--- config.mk ---
export PLATFORM = sky130hd
export DESIGN_NAME = acl_spi_responder
export DESIGN_NICKNAME = d
export VERILOG_FILES = /design/src/rtl/acl_spi_pkg.sv /design/src/rtl/spi_edge_sync.sv /design/src/rtl/acl_spi_responder.sv
export SDC_FILE = /design/constraint.sdc
export NUM_CORES = 1
export LEC_CHECK = 0
export CELL_PAD_IN_SITES_DETAIL_PLACEMENT = 1
export CELL_PAD_IN_SITES_GLOBAL_PLACEMENT = 1
export CORE_MARGIN = 3
export CORE_UTILIZATION = 48
export CTS_CLUSTER_DIAMETER = 120
export CTS_CLUSTER_SIZE = 20
export DETAILED_ROUTE_END_ITERATION = 10
export DONT_BUFFER_PORTS = 1
export HOLD_SLACK_MARGIN = 0.08
export PLACE_DENSITY_LB_ADDON = 0.25
export SYNTH_ARGS = -nofsm -noshare
export SYNTH_HDL_FRONTEND = slang
export SYNTH_SLANG_ARGS = --single-unit
--- constraint.sdc ---
create_clock -name clk -period 2.7 [get_ports clk]
set_clock_uncertainty 0.15 [all_clocks]
set_input_delay 0.405 -clock clk [delete_from_list [all_inputs] [get_ports clk]]
set_output_delay 0.405 -clock clk [all_outputs]
set_load 0.05 [all_outputs]
--- src/rtl/acl_spi_pkg.sv ---
// Shared constants for the accelerometer-style SPI responder: command codes,
// register map addresses, reset values and the transaction FSM state encoding.
// Optional build macro used by the top level: ACL_RESP_SNAPSHOT_EN.
package acl_spi_pkg;

    typedef enum logic [2:0] {
        ST_IDLE   = 3'd0,
        ST_CMD    = 3'd1,
        ST_ADDR   = 3'd2,
        ST_WDATA  = 3'd3,
        ST_RDATA  = 3'd4,
        ST_IGNORE = 3'd5
    } acl_state_e;

    localparam logic [7:0] CMD_WRITE       = 8'h0A;
    localparam logic [7:0] CMD_READ        = 8'h0B;

    localparam logic [7:0] ADDR_DEVID_AD   = 8'h00;
    localparam logic [7:0] ADDR_DEVID_MST  = 8'h01;
    localparam logic [7:0] ADDR_PARTID     = 8'h02;
    localparam logic [7:0] ADDR_XDATA_L    = 8'h0E;
    localparam logic [7:0] ADDR_XDATA_H    = 8'h0F;
    localparam logic [7:0] ADDR_YDATA_L    = 8'h10;
    localparam logic [7:0] ADDR_YDATA_H    = 8'h11;
    localparam logic [7:0] ADDR_ZDATA_L    = 8'h12;
    localparam logic [7:0] ADDR_ZDATA_H    = 8'h13;
    localparam logic [7:0] ADDR_FILTER_CTL = 8'h2C;
    localparam logic [7:0] ADDR_POWER_CTL  = 8'h2D;

    localparam logic [7:0] DEVID_MST_VAL   = 8'h1D;
    localparam logic [7:0] FILTER_CTL_RST  = 8'h13;
    localparam logic [7:0] POWER_CTL_RST   = 8'h00;

    // High byte of a 12-bit signed sample: sign bit replicated into the top nibble.
    function automatic logic [7:0] sx_hi(input logic [11:0] s);
        return {{4{s[11]}}, s[11:8]};
    endfunction

endpackage

--- src/rtl/spi_edge_sync.sv ---
// Two-flop synchronizer for one asynchronous SPI line plus a third history
// flop used for rise/fall detection. RST_VAL is the idle level of the line.
module spi_edge_sync #(
    parameter logic RST_VAL = 1'b0
) (
    input  logic clk,
    input  logic rst,
    input  logic d_i,
    output logic level_o,
    output logic rise_o,
    output logic fall_o
);

    // [0] metastable stage, [1] synchronized level, [2] previous level
    logic [2:0] sh_q, sh_d;

    // Shift the raw input into the synchronizer chain.
    always_comb begin
        sh_d = {sh_q[1:0], d_i};
    end

    // Synchronizer and history registers; reset to the idle level so no edge is seen.
    always_ff @(posedge clk or posedge rst) begin
        if (rst) sh_q <= {3{RST_VAL}};
        else     sh_q <= sh_d;
    end

    assign level_o = sh_q[1];
    assign rise_o  = sh_q[1] & ~sh_q[2];
    assign fall_o  = ~sh_q[1] & sh_q[2];

endmodule

--- src/rtl/acl_spi_responder.sv ---
// SPI mode-0 register responder (ADXL362-like). Command byte, address byte,
// then data bytes with auto-incrementing address. Everything runs in the clk
// domain from synchronized SCLK/CSN/MOSI; clk must be at least 8x SCLK.
// Build option ACL_RESP_SNAPSHOT_EN: freeze axis samples at CSN fall.
module acl_spi_responder
    import acl_spi_pkg::*;
#(
    parameter logic [7:0] DEVID_AD = 8'hAD,
    parameter logic [7:0] PARTID   = 8'hF2
) (
    input  logic        clk,
    input  logic        rst,
    input  logic        acl_sclk_i,
    input  logic        acl_csn_i,
    input  logic        acl_mosi_i,
    output logic        acl_miso_o,
    output logic        acl_miso_oe_o,
    input  logic [11:0] x_data_i,
    input  logic [11:0] y_data_i,
    input  logic [11:0] z_data_i,
    output logic [7:0]  filter_ctl_o,
    output logic [7:0]  power_ctl_o,
    output logic [2:0]  dbg_state_o
);

    logic sclk_lvl, sclk_rise_raw, sclk_fall;
    logic csn_lvl, csn_rise, csn_fall;
    logic sclk_rise;

    spi_edge_sync #(.RST_VAL(1'b0)) u_sclk_sync (
        .clk(clk), .rst(rst), .d_i(acl_sclk_i),
        .level_o(sclk_lvl), .rise_o(sclk_rise_raw), .fall_o(sclk_fall)
    );

    spi_edge_sync #(.RST_VAL(1'b1)) u_csn_sync (
        .clk(clk), .rst(rst), .d_i(acl_csn_i),
        .level_o(csn_lvl), .rise_o(csn_rise), .fall_o(csn_fall)
    );

    assign sclk_rise = sclk_rise_raw & sclk_lvl;

    // MOSI uses the same two-stage depth as SCLK so the sampled bit lines up with the rise.
    logic [1:0] mosi_q, mosi_d;
    logic       mosi_s;

    // Shift MOSI through its synchronizer.
    always_comb begin
        mosi_d = {mosi_q[0], acl_mosi_i};
    end

    // MOSI synchronizer registers.
    always_ff @(posedge clk or posedge rst) begin
        if (rst) mosi_q <= 2'b00;
        else     mosi_q <= mosi_d;
    end

    assign mosi_s = mosi_q[1];

    logic [11:0] x_src, y_src, z_src;

`ifdef ACL_RESP_SNAPSHOT_EN
    logic [35:0] snap_q, snap_d;

    // Capture all three axes at the start of each transaction.
    always_comb begin
        snap_d = csn_fall ? {x_data_i, y_data_i, z_data_i} : snap_q;
    end

    // Snapshot register.
    always_ff @(posedge clk or posedge rst) begin
        if (rst) snap_q <= '0;
        else     snap_q <= snap_d;
    end

    assign {x_src, y_src, z_src} = snap_q;
`else
    assign x_src = x_data_i;
    assign y_src = y_data_i;
    assign z_src = z_data_i;
`endif

    acl_state_e state_q, state_d;
    logic [2:0] bit_cnt_q, bit_cnt_d;
    logic [7:0] shift_q, shift_d;
    logic [7:0] addr_q, addr_d;
    logic       is_wr_q, is_wr_d;
    logic [7:0] miso_sh_q, miso_sh_d;
    logic       miso_q, miso_d;
    logic [7:0] filter_q, filter_d;
    logic [7:0] power_q, power_d;
    logic [7:0] byte_in;
    logic [7:0] rd_byte;

    // Read map for the byte addressed by the current pointer.
    always_comb begin
        rd_byte = 8'h00;
        case (addr_q)
            ADDR_DEVID_AD:   rd_byte = DEVID_AD;
            ADDR_DEVID_MST:  rd_byte = DEVID_MST_VAL;
            ADDR_PARTID:     rd_byte = PARTID;
            ADDR_XDATA_L:    rd_byte = x_src[7:0];
            ADDR_XDATA_H:    rd_byte = sx_hi(x_src);
            ADDR_YDATA_L:    rd_byte = y_src[7:0];
            ADDR_YDATA_H:    rd_byte = sx_hi(y_src);
            ADDR_ZDATA_L:    rd_byte = z_src[7:0];
            ADDR_ZDATA_H:    rd_byte = sx_hi(z_src);
            ADDR_FILTER_CTL: rd_byte = filter_q;
            ADDR_POWER_CTL:  rd_byte = power_q;
            default:         rd_byte = 8'h00;
        endcase
    end

    // Transaction FSM: byte assembly on SCLK rise, MISO load/shift on SCLK fall.
    always_comb begin
        state_d   = state_q;
        bit_cnt_d = bit_cnt_q;
        shift_d   = shift_q;
        addr_d    = addr_q;
        is_wr_d   = is_wr_q;
        miso_sh_d = miso_sh_q;
        filter_d  = filter_q;
        power_d   = power_q;
        byte_in   = {shift_q[6:0], mosi_s};

        if (csn_rise) begin
            // End of transaction: any partial byte is dropped.
            state_d   = ST_IDLE;
            bit_cnt_d = 3'd0;
            shift_d   = 8'h00;
            miso_sh_d = 8'h00;
        end else if (state_q == ST_IDLE) begin
            if (csn_fall) begin
                state_d   = ST_CMD;
                bit_cnt_d = 3'd0;
                shift_d   = 8'h00;
            end
        end else if (sclk_rise) begin
            shift_d   = byte_in;
            bit_cnt_d = bit_cnt_q + 3'd1;
            if (bit_cnt_q == 3'd7) begin
                case (state_q)
                    ST_CMD: begin
                        if (byte_in == CMD_WRITE) begin
                            state_d = ST_ADDR;
                            is_wr_d = 1'b1;
                        end else if (byte_in == CMD_READ) begin
                            state_d = ST_ADDR;
                            is_wr_d = 1'b0;
                        end else begin
                            state_d = ST_IGNORE;
                        end
                    end
                    ST_ADDR: begin
                        addr_d  = byte_in;
                        state_d = is_wr_q ? ST_WDATA : ST_RDATA;
                    end
                    ST_WDATA: begin
                        if (addr_q == ADDR_FILTER_CTL) filter_d = byte_in;
                        if (addr_q == ADDR_POWER_CTL)  power_d  = byte_in;
                        addr_d = addr_q + 8'd1;
                    end
                    ST_RDATA: begin
                        addr_d = addr_q + 8'd1;
                    end
                    default: ;
                endcase
            end
        end else if (sclk_fall && state_q == ST_RDATA) begin
            // Bit counter at zero means a byte boundary: load the next read byte.
            if (bit_cnt_q == 3'd0) miso_sh_d = rd_byte;
            else                   miso_sh_d = {miso_sh_q[6:0], 1'b0};
        end

        miso_d = (state_d == ST_RDATA) ? miso_sh_d[7] : 1'b0;
    end

    // FSM and datapath registers.
    always_ff @(posedge clk or posedge rst) begin
        if (rst) begin
            state_q   <= ST_IDLE;
            bit_cnt_q <= 3'd0;
            shift_q   <= 8'h00;
            addr_q    <= 8'h00;
            is_wr_q   <= 1'b0;
            miso_sh_q <= 8'h00;
            miso_q    <= 1'b0;
            filter_q  <= FILTER_CTL_RST;
            power_q   <= POWER_CTL_RST;
        end else begin
            state_q   <= state_d;
            bit_cnt_q <= bit_cnt_d;
            shift_q   <= shift_d;
            addr_q    <= addr_d;
            is_wr_q   <= is_wr_d;
            miso_sh_q <= miso_sh_d;
            miso_q    <= miso_d;
            filter_q  <= filter_d;
            power_q   <= power_d;
        end
    end

    assign acl_miso_o    = miso_q;
    assign acl_miso_oe_o = ~csn_lvl;
    assign filter_ctl_o  = filter_q;
    assign power_ctl_o   = power_q;
    assign dbg_state_o   = state_q;

endmodule
# Word-level counts from Yosys, hierarchy flattened

Index checks and enable logic that the tools add are counted.

Flip-flop bits (word level): 55
Input port bits: 41
Word-level logic and storage cells: 89

Add/subtract/negate cells: 2
Equal/unequal tests: 21
Mux-type cells: 27
Bitwise gates (word level): 11
Reduce and logical (&&, ||, !) cells: 15

Operators with widths:

| kind                                          | count |
|---|---|
| one-hot mux 8 bit (11 select lines)           | 1 |
| 2-to-1 mux 8 bit                              | 5 |
| 2-to-1 mux 3 bit                              | 12 |
| == test 8 x 4 -> 1 bit, second input constant | 4 |
| == test 8 x 5 -> 1 bit, second input constant | 4 |
| 2-to-1 mux 7 bit                              | 4 |
| AND reduction 6 bit                           | 3 |
| == test 8 x 6 -> 1 bit, second input constant | 2 |
| one-hot mux 8 bit (2 select lines)            | 1 |
| == test 3 bit, second input constant          | 3 |
| adder 8 x 1 -> 8 bit, second input constant   | 1 |
| == test 8 x 1 -> 1 bit, second input constant | 1 |
| == test 8 x 2 -> 1 bit, second input constant | 1 |
| zero test 8 bit                               | 1 |
| == test 3 x 2 -> 1 bit, second input constant | 2 |
| zero test 3 bit                               | 2 |
| inverter 1 bit                                | 6 |
| one-hot mux 3 bit (2 select lines)            | 1 |
| nonzero test 2 bit                            | 3 |
| bitwise AND 1 bit                             | 5 |
| AND reduction 5 bit                           | 1 |
| inequality test 2 bit, second input constant  | 2 |
| adder 3 x 1 -> 3 bit, second input constant   | 1 |
| == test 3 x 1 -> 1 bit, second input constant | 1 |
| 7 further kinds                               | 9 |

# Longest topological paths before layout

Depth after elaboration: 10
Gate-level depth with buffers: 8

# Cells and area by module

A second synthesis with hierarchy kept.

Cells, all modules: 298
Area, all modules: 3,251.9 sq um

By module, submodules not included:

| module                       | times used | cells an instance | area each (sq um) | sequential area each (sq um) |
|---|---|---|---|---|
| acl_spi_responder            | 1          | 286               | 3,060.4           | 1,229.9 |
| spi_edge_sync at u_csn_sync  | 1          | 6                 | 97.6              | 78.8 |
| spi_edge_sync at u_sclk_sync | 1          | 6                 | 93.8              | 75.1 |

# Least setup slack after synthesis

No wires, ideal clock.

Path type: register to register
From: register state_q[2] (netlist: dbg_state_o[2])
To: register miso_q (netlist: acl_miso_o)
Setup time: 0.121 ns
Arrival: 2.170 ns
Path slack: 0.259 ns
Stages on the path, launching flop included: 7
Period minus slack after synthesis: 2.441 ns
Path through: dfrtp_1 -> buf_2 -> nor3b_2 -> a21oi_2 -> and2_0 -> a2111oi_0 -> and4b_1

Cells in the longest elaborated chain, start to end: 8
Elaborated cells on any way between the ends: 17
Those cells by class: 4 x eq/ne; 11 x mux; 2 x reduce/logical

Ends and longest elaborated chain:

| what                                                                    | line                     | RTL |
|---|---|---|
| start, declared                                                         | acl_spi_responder.sv:82  | `acl_state_e state_q, state_d;` |
| start signal, assigned                                                  | acl_spi_responder.sv:190 | `state_q <= state_d;` |
| == test 3 x 2 -> 1 bit / == test 3 x 1 -> 1 bit (equally long branches) | acl_spi_responder.sv:141 | `case (state_q)` |
| one-hot mux 3 bit (2 select lines)                                      | acl_spi_responder.sv:141 |  |
| 2-to-1 mux 3 bit                                                        | acl_spi_responder.sv:140 | `if (bit_cnt_q == 3'd7) begin` |
| 2-to-1 mux 3 bit                                                        | acl_spi_responder.sv:137 | `end else if (sclk_rise) begin` |
| 2-to-1 mux 3 bit                                                        | acl_spi_responder.sv:131 | `end else if (state_q == ST_IDLE) begin` |
| 2-to-1 mux 3 bit                                                        | acl_spi_responder.sv:125 | `if (csn_rise) begin` |
| == test 3 bit                                                           | acl_spi_responder.sv:174 | `miso_d = (state_d == ST_RDATA) ? miso_sh_d[7] : 1'b0;` |
| 2-to-1 mux 1 bit *                                                      | acl_spi_responder.sv:174 |  |
| net miso_d                                                              | acl_spi_responder.sv:88  | `logic miso_q, miso_d;` |
| end signal, assigned                                                    | acl_spi_responder.sv:196 | `miso_q <= miso_d;` |
| end, declared                                                           | acl_spi_responder.sv:88  |  |

The timed path passes the listed nets; every way through them passes the cells marked *. The select of a mux whose other input is x is not followed.
A chain may end at the register's enable or synchronous reset.

# Worst setup path after layout

From: register addr_q[4]
To: register miso_sh_q[0]

Cells in the longest elaborated chain, start to end: 7
Elaborated cells on any way between the ends: 17
Those cells by class: 10 x eq/ne; 6 x mux; 1 x reduce/logical

Ends and longest elaborated chain:

| what                                           | line                     | RTL |
|---|---|---|
| start, declared                                | acl_spi_responder.sv:85  | `logic [7:0] addr_q, addr_d;` |
| start signal, assigned                         | acl_spi_responder.sv:193 | `addr_q <= addr_d;` |
| == test 8 x 6 -> 1 bit (tied with other cells) | acl_spi_responder.sv:97  | `case (addr_q)` |
| one-hot mux 8 bit (11 select lines) *          | acl_spi_responder.sv:97  |  |
| 2-to-1 mux 8 bit *                             | acl_spi_responder.sv:170 | `if (bit_cnt_q == 3'd0) miso_sh_d = rd_byte;` |
| 2-to-1 mux 8 bit *                             | acl_spi_responder.sv:168 | `end else if (sclk_fall && state_q == ST_RDATA) begin` |
| 2-to-1 mux 8 bit *                             | acl_spi_responder.sv:137 |  |
| 2-to-1 mux 8 bit *                             | acl_spi_responder.sv:131 |  |
| 2-to-1 mux 8 bit *                             | acl_spi_responder.sv:125 |  |
| end signal, assigned                           | acl_spi_responder.sv:195 | `miso_sh_q <= miso_sh_d;` |
| end, declared                                  | acl_spi_responder.sv:87  | `logic [7:0] miso_sh_q, miso_sh_d;` |

Every way passes the cells marked *; elsewhere a longest branch is shown, timed or not. The select of a mux whose other input is x is not followed.

==> results by group <==
Synth
  • Mean Syn Cell Area: ~9.7 µm²
  • Syn nets: ~370
  • Post-synth EDFFs: 0
  • Ys flop type: dfrtp_1
  • Post-Syn Instances: roughly 320
  • Seq/Total Area, Yosys: 0.449
  • Cell variety after synth: between 50 and 60
  • Yosys reg bits: 55
  • FFs w/ async S/R, synth: 1.00
  • Mapped Area: between 3000 and 4000 µm²
  • Yosys warnings: 0

CTS
  • CTS sink cnt: 55
  • Number of buffers added for setup after CTS: 0
  • Clk pin slew, worst setup/hold paths: approximately 0.11 ns
  • TritonCTS clock tree: built
  • CTS H-Tree Depth: 2
  • CTS Root Cell: clkbuf_8
  • CTS Buffer Depth: 2
  • Inserted Clock Buffers: 5
  • Clock latency on the worst-skew pair: 0.31 ns

Status
  • Outcome: completed

Timing
  • RSZ-0062 raised after global routing: yes
  • Final min period: ~2.6 ns
  • Setup TNS: 0 ns
  • Setup violators final: 0
  • Slew margin rel.: 0.261
  • Slew @ Worst Pin: between 1 and 1.5 ns
  • Fin crit share: 0.953
  • F_max: just under 400 MHz
  • Hold Fails Final Rpt: 0
  • PnR worst setup slack: roughly 0.13 ns
  • Pins Over Slew Limit: 0

Place
  • Pre-CTS setup slack: around 0.15 ns
  • Post-Place Cells: approximately 400
  • GPL Wtd Cong: ~0.82
  • Placed inst area: roughly 3200 µm²
  • Count of input and output buffers: 0
  • Detail Placement HPWL: approximately 6800 µm

Routing
  • DRC: 0
  • Via count: 2631
  • DRT Pass-1 Iters: 4
  • Via density: ~6.6
  • DR WL/cell: 22.4 µm
  • Initial detailed-routing violation count: between 150 and 200
  • Routed wire length: approximately 9000 µm
  • DRT antenna net count: 0

Floorplan
  • Full die area: roughly 7400 µm²
  • Row cnt: 28
  • CORE AREA: 6060 µm²
  • Boundary pin count: between 60 and 70
  • Die width: 86.1 µm
  • Die height: between 80 and 90 µm
  • Initial core utilization: 0.508

Critical path
  • Top Family by Delay on Critical Path: simple AND/OR/NAND/NOR gates
  • R2R depth: 5
  • WS Path Type: reg -> reg
  • Reg2Reg Setup Slack: about 0.13 ns
  • Crit path max fanout: 10
  • CP arrival: roughly 2.7 ns
  • Worst path cell trace: or4_1, nor2_1, o21ai_0, a2111o_1, a32oi_1
  • Crit path required time: approximately 2.8 ns
  • CP peak stage delay: roughly 0.7 ns
  • WP buf/inv: 0
  • Slowest cell on the critical path: or4_1
  • FF-to-FF Start: addr_q[4]
  • Worst reg2reg endpoint: miso_sh_q[0]
  • CP startpoint kind: flop
  • Critical Path End Type: flop

Layout
  • Layout cell share with drive strength beyond 1: 0.178
  • Finished Core Util: 0.552
  • Post-Layout Cell Count: approximately 400
  • Inserted Diodes: 0
  • Area Overhead vs Synth: 8.74%
  • Post-route cell area: between 3000 and 4000 µm²
  • # nets final: around 380

Hold path
  • Hold EP: miso_sh_q[6]
  • Worst Hold Path Cells: 2
  • HP Class: in -> reg
  • Worst Min Path Start: x_data_i[6]

GRT
  • Initial antenna violation count: 0
  • Vias in the first global route: approximately 2600
  • Gr usage total: 0.249
  • First-pass GRT wire length: approximately 14000 µm
  • Gr ovfl total: 0
  • Largest net degree at the start of global routing: 41

Power
  • Leak Pwr: 1.45 nW
  • Worst ir drop on vdd: between 0.3 and 0.4 mV
  • Part of the power in combinational logic: 0.091
  • Clock Power Share: 0.321
  • Pint: between 1 and 1.5 mW
  • Switching Share: 0.272
  • NetSw: 0.403 mW
  • Sequential power share: 0.587
  • Power per cell area: about 440 nW/µm²

Flow run
  • Max Cap Violations: 0
## synth_stat cells, drive strengths merged, types with 5 or more instances
library cell	instances	area share
dfrtp	49	0.40
nand2	37	0.045
o21ai	27	0.045
mux2	17	0.062
a22oi	14	0.034
nor2	13	0.016
a21oi	11	0.019
clkbuf	11	0.013
nor3	11	0.020
ha	9	0.037
inv	9	0.011
buf	8	0.015
a22o	6	0.017
dfstp	6	0.051
nand3	6	0.0098
nor2b	6	0.012
o22ai	6	0.012
and3	5	0.010
## cell usage in the layout, fill, tap and decap left out, types with 5 or more instances in the layout
| cell type | Yosys | routed |
|---|---|---|
| a21oi_1 | 10 | 10 |
| a22o_1 | 6 | 6 |
| a22oi_1 | 14 | 14 |
| and3_1 | 5 | 5 |
| buf_4 | 0 | 16 |
| clkbuf_8 | 0 | 5 |
| dfrtp_1 | 49 | 49 |
| dfstp_2 | 6 | 6 |
| ha_1 | 9 | 9 |
| inv_1 | 9 | 8 |
| mux2_2 | 17 | 17 |
| nand2_1 | 37 | 37 |
| nand3_1 | 6 | 6 |
| nor2_1 | 13 | 13 |
| nor2b_1 | 6 | 6 |
| nor3_1 | 10 | 9 |
| o21ai_0 | 20 | 20 |
| o21ai_1 | 6 | 6 |
| o22ai_1 | 6 | 6 |
## metrics by stage
| stage | power (mW) | hold WS (ns) |
|---|---|---|
| 4_1_cts | 1.50 | 0.123 |
| 2_1_floorplan | 0.975 | 0.181 |
| 5_1_grt | 1.55 | 0.150 |
| 3_3_place_gp | 1.01 | 0.183 |
| 3_5_place_dp | 1.02 | 0.186 |
| 6_report | 1.48 | 0.133 |
## flip-flops by register name (all words and copies together), names as in the netlist
signal and flops:
bit_cnt_q 3, acl_miso_o 1, u_sclk_sync.sh_q 3, u_csn_sync.sh_q 3, dbg_state_o 3, mosi_q 2, is_wr_q 1, shift_q 7
power_ctl_o 8, miso_sh_q 8, addr_q 8, filter_ctl_o 8
## final cells by class
type / instances / area, µm²
multi-input cells: 234 / 1580
well taps: 75 / 93.8
flip-flops and latches: 55 / 1380
inverters: 9 / 33.8
repair buffers: 20 / 160
fillers: 709 / 2710
clock buffers: 5 / 68.8
clock inverters: 3 / 23.8
## routing by layer
| metal | GRT usage | vias up | routed length, µm |
|---|---|---|---|
| li1 | - | 1205 | - |
| met1 | 0.335 | 1323 | 3940 |
| met2 | 0.406 | 86 | 4310 |
| met3 | 0.0500 | 17 | 510 |
| met4 | 0.0763 | 0 | 215 |
| met5 | 0 | - | 0 |
## cells by family after synthesis
group                      share of synthesized area
AOI/OAI and AO/OA                              0.236
and+or+nand+nor                                0.176
adders and majority gates                     0.0366
DFF                                            0.449
muxes                                         0.0622
buffers and inverters                         0.0394
## power by group through the flow
stage	logic [mW]	registers (mW)	clock network, mW
finish	0.135	0.869	0.475
CTS	0.137	0.869	0.493
detailed placement	0.132	0.884	0
floorplan	0.0955	0.880	0
global placement	0.128	0.884	0
global route	0.155	0.872	0.522
## how the worst max path moves through the flow
stage                                 to  depth (start not counted)  slack, ns            from
after floorplan               acl_miso_o                          6       0.26  dbg_state_o[2]
after global placement      miso_sh_q[0]                          5       0.19       addr_q[4]
after detailed placement    miso_sh_q[5]                          5       0.15  dbg_state_o[0]
after CTS                   miso_sh_q[5]                          5       0.13  dbg_state_o[0]
after global routing      power_ctl_o[7]                          5      -0.03       addr_q[5]
final                       miso_sh_q[0]                          5       0.13       addr_q[4]
## timing repair
action,4_1_cts,5_1_grt
setup endpoints to repair,0,8
endpoints found under the hold margin,35,0
hold buffers,4,0
gates resized for setup,0,1
No activity file was read; power rests on OpenSTA's default activity.
